**src/rtl/dm_pkg.sv**
```systemverilog
// Shared types and helpers for the handshaked data memory.
package dm_pkg;

  typedef enum logic [1:0] {
    INIT = 2'd0,
    IDLE = 2'd1,
    BUSY = 2'd2,
    RESP = 2'd3
  } dm_state_e;

  function automatic int nbytes(input int data_w);
    return data_w / 8;
  endfunction

  // Bits needed to hold values 0..n-1, never less than one.
  function automatic int cnt_width(input int n);
    return (n <= 2) ? 1 : $clog2(n);
  endfunction

endpackage

```
**src/rtl/dm_array.sv**
```systemverilog
// Single-port DEPTH x DATA_W storage with byte-enabled synchronous write and synchronous read.
module dm_array
  import dm_pkg::*;
#(
  parameter int DATA_W = 32,
  parameter int ADDR_W = 7
) (
  input  logic                      clk,
  input  logic                      we,
  input  logic                      re,
  input  logic [nbytes(DATA_W)-1:0] be,
  input  logic [ADDR_W-1:0]         addr,
  input  logic [DATA_W-1:0]         wdata,
  output logic [DATA_W-1:0]         rdata
);

  localparam int BYTES = nbytes(DATA_W);
  localparam int DEPTH = 2 ** ADDR_W;

  logic [DATA_W-1:0] mem [DEPTH];

  always_ff @(posedge clk) begin
    if (we) begin
      for (int i = 0; i < BYTES; i++) begin
        if (be[i]) mem[addr][8*i +: 8] <= wdata[8*i +: 8];
      end
    end
    if (re) rdata <= mem[addr];
  end

endmodule

```
**src/rtl/datamem_hs.sv**
```systemverilog
// Data memory with request/response handshake, fixed response latency and a
// zero-fill sweep of the whole array after every reset.
module datamem_hs
  import dm_pkg::*;
#(
  parameter int DATA_W  = 32,
  parameter int ADDR_W  = 7,
  parameter int LATENCY = 2
) (
  input  logic                      clk,
  input  logic                      rst,
  input  logic                      req_valid,
  output logic                      req_ready,
  input  logic                      req_write,
  input  logic [ADDR_W-1:0]         req_addr,
  input  logic [DATA_W-1:0]         req_wdata,
  input  logic [nbytes(DATA_W)-1:0] req_be,
  output logic                      rsp_valid,
  input  logic                      rsp_ready,
  output logic [DATA_W-1:0]         rsp_rdata
);

  localparam int BYTES = nbytes(DATA_W);
  localparam int DEPTH = 2 ** ADDR_W;
  localparam int LAT_W = cnt_width(LATENCY + 1);

  dm_state_e         state, state_nx;
  logic [ADDR_W:0]   init_cnt;
  logic [LAT_W-1:0]  lat_cnt;
  logic              rd_flag;
  logic              accept;
  logic              arr_we, arr_re;
  logic [BYTES-1:0]  arr_be;
  logic [ADDR_W-1:0] arr_addr;
  logic [DATA_W-1:0] arr_wdata, arr_rdata;

  assign accept    = (state == IDLE) && req_valid;
  assign req_ready = (state == IDLE);
  assign rsp_valid = (state == RESP);
  // Array read register holds the captured word; writes report zero.
  assign rsp_rdata = rd_flag ? arr_rdata : '0;

  // The zero-fill sweep owns the array port while in INIT.
  always_comb begin
    arr_we    = 1'b0;
    arr_re    = 1'b0;
    arr_be    = req_be;
    arr_addr  = req_addr;
    arr_wdata = req_wdata;
    if (state == INIT) begin
      arr_we    = 1'b1;
      arr_be    = '1;
      arr_addr  = init_cnt[ADDR_W-1:0];
      arr_wdata = '0;
    end else if (accept) begin
      arr_we = req_write;
      arr_re = !req_write;
    end
  end

  dm_array #(
    .DATA_W(DATA_W),
    .ADDR_W(ADDR_W)
  ) u_array (
    .clk  (clk),
    .we   (arr_we),
    .re   (arr_re),
    .be   (arr_be),
    .addr (arr_addr),
    .wdata(arr_wdata),
    .rdata(arr_rdata)
  );

  always_ff @(posedge clk or negedge rst) begin
    if (!rst) state <= INIT;
    else      state <= state_nx;
  end

  always_comb begin
    state_nx = state;
    case (state)
      INIT: if (init_cnt == (ADDR_W+1)'(DEPTH - 1)) state_nx = IDLE;
      IDLE: if (req_valid) state_nx = (LATENCY == 1) ? RESP : BUSY;
      BUSY: if (lat_cnt == LAT_W'(LATENCY - 1)) state_nx = RESP;
      RESP: if (rsp_ready) state_nx = IDLE;
      default: state_nx = INIT;
    endcase
  end

  always_ff @(posedge clk or negedge rst) begin
    if (!rst) begin
      init_cnt <= '0;
      lat_cnt  <= '0;
      rd_flag  <= 1'b0;
    end else begin
      if (state == INIT) init_cnt <= init_cnt + 1'b1;
      if (accept) begin
        lat_cnt <= LAT_W'(1);
        rd_flag <= !req_write;
      end else if (state == BUSY) begin
        lat_cnt <= lat_cnt + 1'b1;
      end
    end
  end

endmodule
```
**config.mk**
```make
export PLATFORM = sky130hd
export DESIGN_NAME = datamem_hs
export DESIGN_NICKNAME = d
export VERILOG_FILES = /design/src/rtl/dm_pkg.sv /design/src/rtl/dm_array.sv /design/src/rtl/datamem_hs.sv
export SDC_FILE = /design/constraint.sdc
export NUM_CORES = 2
export LEC_CHECK = 0
export CORE_ASPECT_RATIO = 1.75
export CORE_MARGIN = 3
export CORE_UTILIZATION = 35
export CTS_CLUSTER_DIAMETER = 60
export DETAILED_ROUTE_END_ITERATION = 8
export GPL_ROUTABILITY_DRIVEN = 0
export PLACE_DENSITY = 0.54
export SYNTH_ARGS = -nofsm -noshare
export SYNTH_HDL_FRONTEND = slang
export SYNTH_SLANG_ARGS = --single-unit
```
**constraint.sdc**
```tcl
create_clock -name clk -period 6.9 [get_ports clk]
set_clock_uncertainty 0.05 [all_clocks]
set_input_delay 1.38 -clock clk [delete_from_list [all_inputs] [get_ports clk]]
set_output_delay 1.38 -clock clk [all_outputs]
set_load 0.1 [all_outputs]
```
==> reports/results.txt <==
Synth Instances: 9472
Worst-Margin Slew: 1400 ps
Die Wd: 511 um
Hold Path Sink: init_cnt[7]$_DFFE_PN0P_
Startpoint type of the worst setup path: input pin
Most frequent cells in the layout: edfxtp_1, o21ai_0, a22oi_1
Relative max-transition margin: 6.00%
Flops & latches, synth: 4141
Post-synthesis net count: 9526
Net Switching: 9.04 mW
Die height: 889 um
NumNets Final: 9428
H-Tree Depth: 5
Slowest Stage Delay on Critical Path: 1120 ps
Via count: 90100
Worst R2R Path Depth: 7
Internal power: 38.2 mW
CTS sink cnt: 4141
Final HPWL DP: 289000 um
Setup repair bufs after CTS: 0
Critical path class: in2reg
Fin crit period: 5290 ps
WHS Path Cells: 1
Share of cells above drive strength 1: 9.19%
HP Class: reg2reg
Synthesized cell area: 156000 um2
Routed Antenna Nets: 0
Avg Synthesized Cell Area: 16.5 um2
Drt via density: 5.81
Clock buffer depth: 4
CP max stage cell: o21ai_4
R2r endpoint: u_array.mem[124][15]$_DFFE_PP_
R2R Path Start: state[0]$_DFFE_PN0P_
Largest net degree at the start of global routing: 145
Reg2reg setup slack: 1750 ps
RSZ-0062 raised after global routing: false
Port buffer count: 81
Synth async-reset ratio: 0.314%
Top cells by area, synth: edfxtp_1, a22oi_1, o21ai_0, and4_1, clkbuf_1
Post-synth top area cell: edfxtp_1
Critical Path Start: req_addr[2]
First-pass GRT wire length: 680000 um
Synth cell types: 56
Vias in the first global route: 90500
Final core occ: 39.7%
Worst-path clk slew: 70 ps
CTS tree: done
Status: completed
Pwr Density: 268 nW/um2
Clock root cell: clkbuf_16
CP max FO: 98
Yosys top cell area share: 79.5%
Clock buffer count from CTS: 346
Leading cell type in the layout, fill and taps excluded: edfxtp_1
Fin. Hold Viols: 0
Clk_lat worst skew: 950 ps
Yosys warns: 0
Hold path start: init_cnt[7]$_DFFE_PN0P_
Sw Share: 19.1%
Clock network fraction of design power: 42.3%
Rows: 323
Fmax: 189 MHz
EDFF count, synth: 4128
Ys flop type: edfxtp_1
DR WL/cell: 31.1 um
Max-Cap Viols: 0
Total Wirelength: 481000 um
Cell-by-cell trace of the critical path: clkdlybuf4s50_1 > nand2b_1 > o21ai_4 > buf_12 > buf_4 > a22oi_1 > a31oi_1 > nor4_1 > o2111ai_1
GRT Residual Overflow: 0
Post_cts resized: 0
Period utilization: 76.7%
1st-iter DRT viols: 10300
Max-slew violation count: 0
Sequential-to-total area share from yosys stat: 79.7%
Final Setup Violations: 0
Worst Path Required: 7530 ps
Comb power frac: 0.1%
TritonRoute pass-1 iters: 7
VDD IR max: 181 uV
Pleak: 48.2 nW
P&R area growth vs syn: 12.8%
Core area: 443000 um2
Initial Util: 35.2%
Arrival @ worst endpoint: 5920 ps
Hold_buf cts: 0
Num ports: 82
Antenna violations before repair: 17
Die area: 454000 um2
Reg power frac: 57.6%
CP Capture Type: flip-flop
GR Util All Layers: 20.5%
Setup TNS Final: 0 ps
Drt drc: 0
[power groups by stage]
stage | clock network, mW | logic (mW) | registers (mW)
floorplan | 0 | 0.00715 | 27.8
global placement | 0 | 0.0453 | 27.8
detailed placement | 0 | 0.0455 | 27.8
CTS | 20.3 | 0.0460 | 27.2
global route | 21.2 | 0.0479 | 27.2
finish | 20.0 | 0.0456 | 27.2
[worst max-delay path by stage]
stage,end,slack [ps],depth (start not counted)
detailed placement,u_array.rdata[1]$_DFFE_PP_,780,9
finish,u_array.rdata[2]$_DFFE_PP_,1610,9
CTS,u_array.mem[124][15]$_DFFE_PP_,1700,7
global route,u_array.mem[100][13]$_DFFE_PP_,1580,7
global placement,u_array.rdata[2]$_DFFE_PP_,420,9
floorplan,u_array.mem[0][25]$_DFFE_PP_,1070,9
[area by class of cell]
cell class	count	area (um2)
Clock inverter	210	2160
Clock buffer	406	9070
Fill cell	40100	267000
Sequential cell	4141	124000
Timing Repair Buffer	340	3700
Inverter	11	41.3
Tap cell	5850	7320
Antenna cell	6	15.0
Multi-Input combinational cell	4534	29400
[logic make-up (layout without fill, tap and decap cells)]
logic type / Yosys count / in the layout / share of synthesized area [%]
other: 0 / 6 / 0
multiplexers: 36 / 36 / 0.233
XOR/XNOR: 8 / 8 / 0.0449
adder cells (fa/ha/maj): 6 / 6 / 0.0481
buffers and inverters: 797 / 967 / 1.98
AND/OR/NAND/NOR: 1069 / 1069 / 3.95
AO/OA/AOI/OAI: 3415 / 3415 / 14.1
flip-flops: 4141 / 4141 / 79.7
[per-stage QoR]
step                      area (um2)  worst slack [ps]  total power, mW  instances  hold slack [ps]
after floorplan               156000              1070             27.8       9472              392
after global placement        165000               418             27.8      14900              404
after detailed placement      165000               778             27.8      14900              409
after CTS                     176000              1700             47.5      15500              421
after global routing          176000              1580             48.4      15500              423
final                         176000              1610             47.2      15500              422
[Yosys cell counts (all sizes together) (32+ instances only)]
cell,n
a41oi,147
nand2,64
and4,357
nor2b,33
clkbuf,664
nor4,32
o41ai,93
a22oi,1297
edfxtp,4128
mux2i,34
and2,32
buf,122
nor2,521
o21ai,1440
a31oi,359
[metal layers]
layer / vias up / global-route usage (%) / routed length, um
met5: - / 0 / 34
met4: 6 / 10.9 / 28900
met3: 849 / 2.37 / 27300
met2: 3787 / 37.7 / 255000
met1: 46900 / 23.2 / 170000
li1: 38600 / - / -
[worst max-delay path, delay by kind of cell]
family,cells,cell delay [ps]
compound gates,4,2120
buf+inv,3,1600
simple gates,2,590
[sequential cells by signal, summed over array words and instances, names as in the netlist]
register,flops
state,2
lat_cnt,2
rd_flag,1
u_array.rdata,32
init_cnt,8
u_array.mem,4096
No activity file was read; power rests on OpenSTA's default activity.
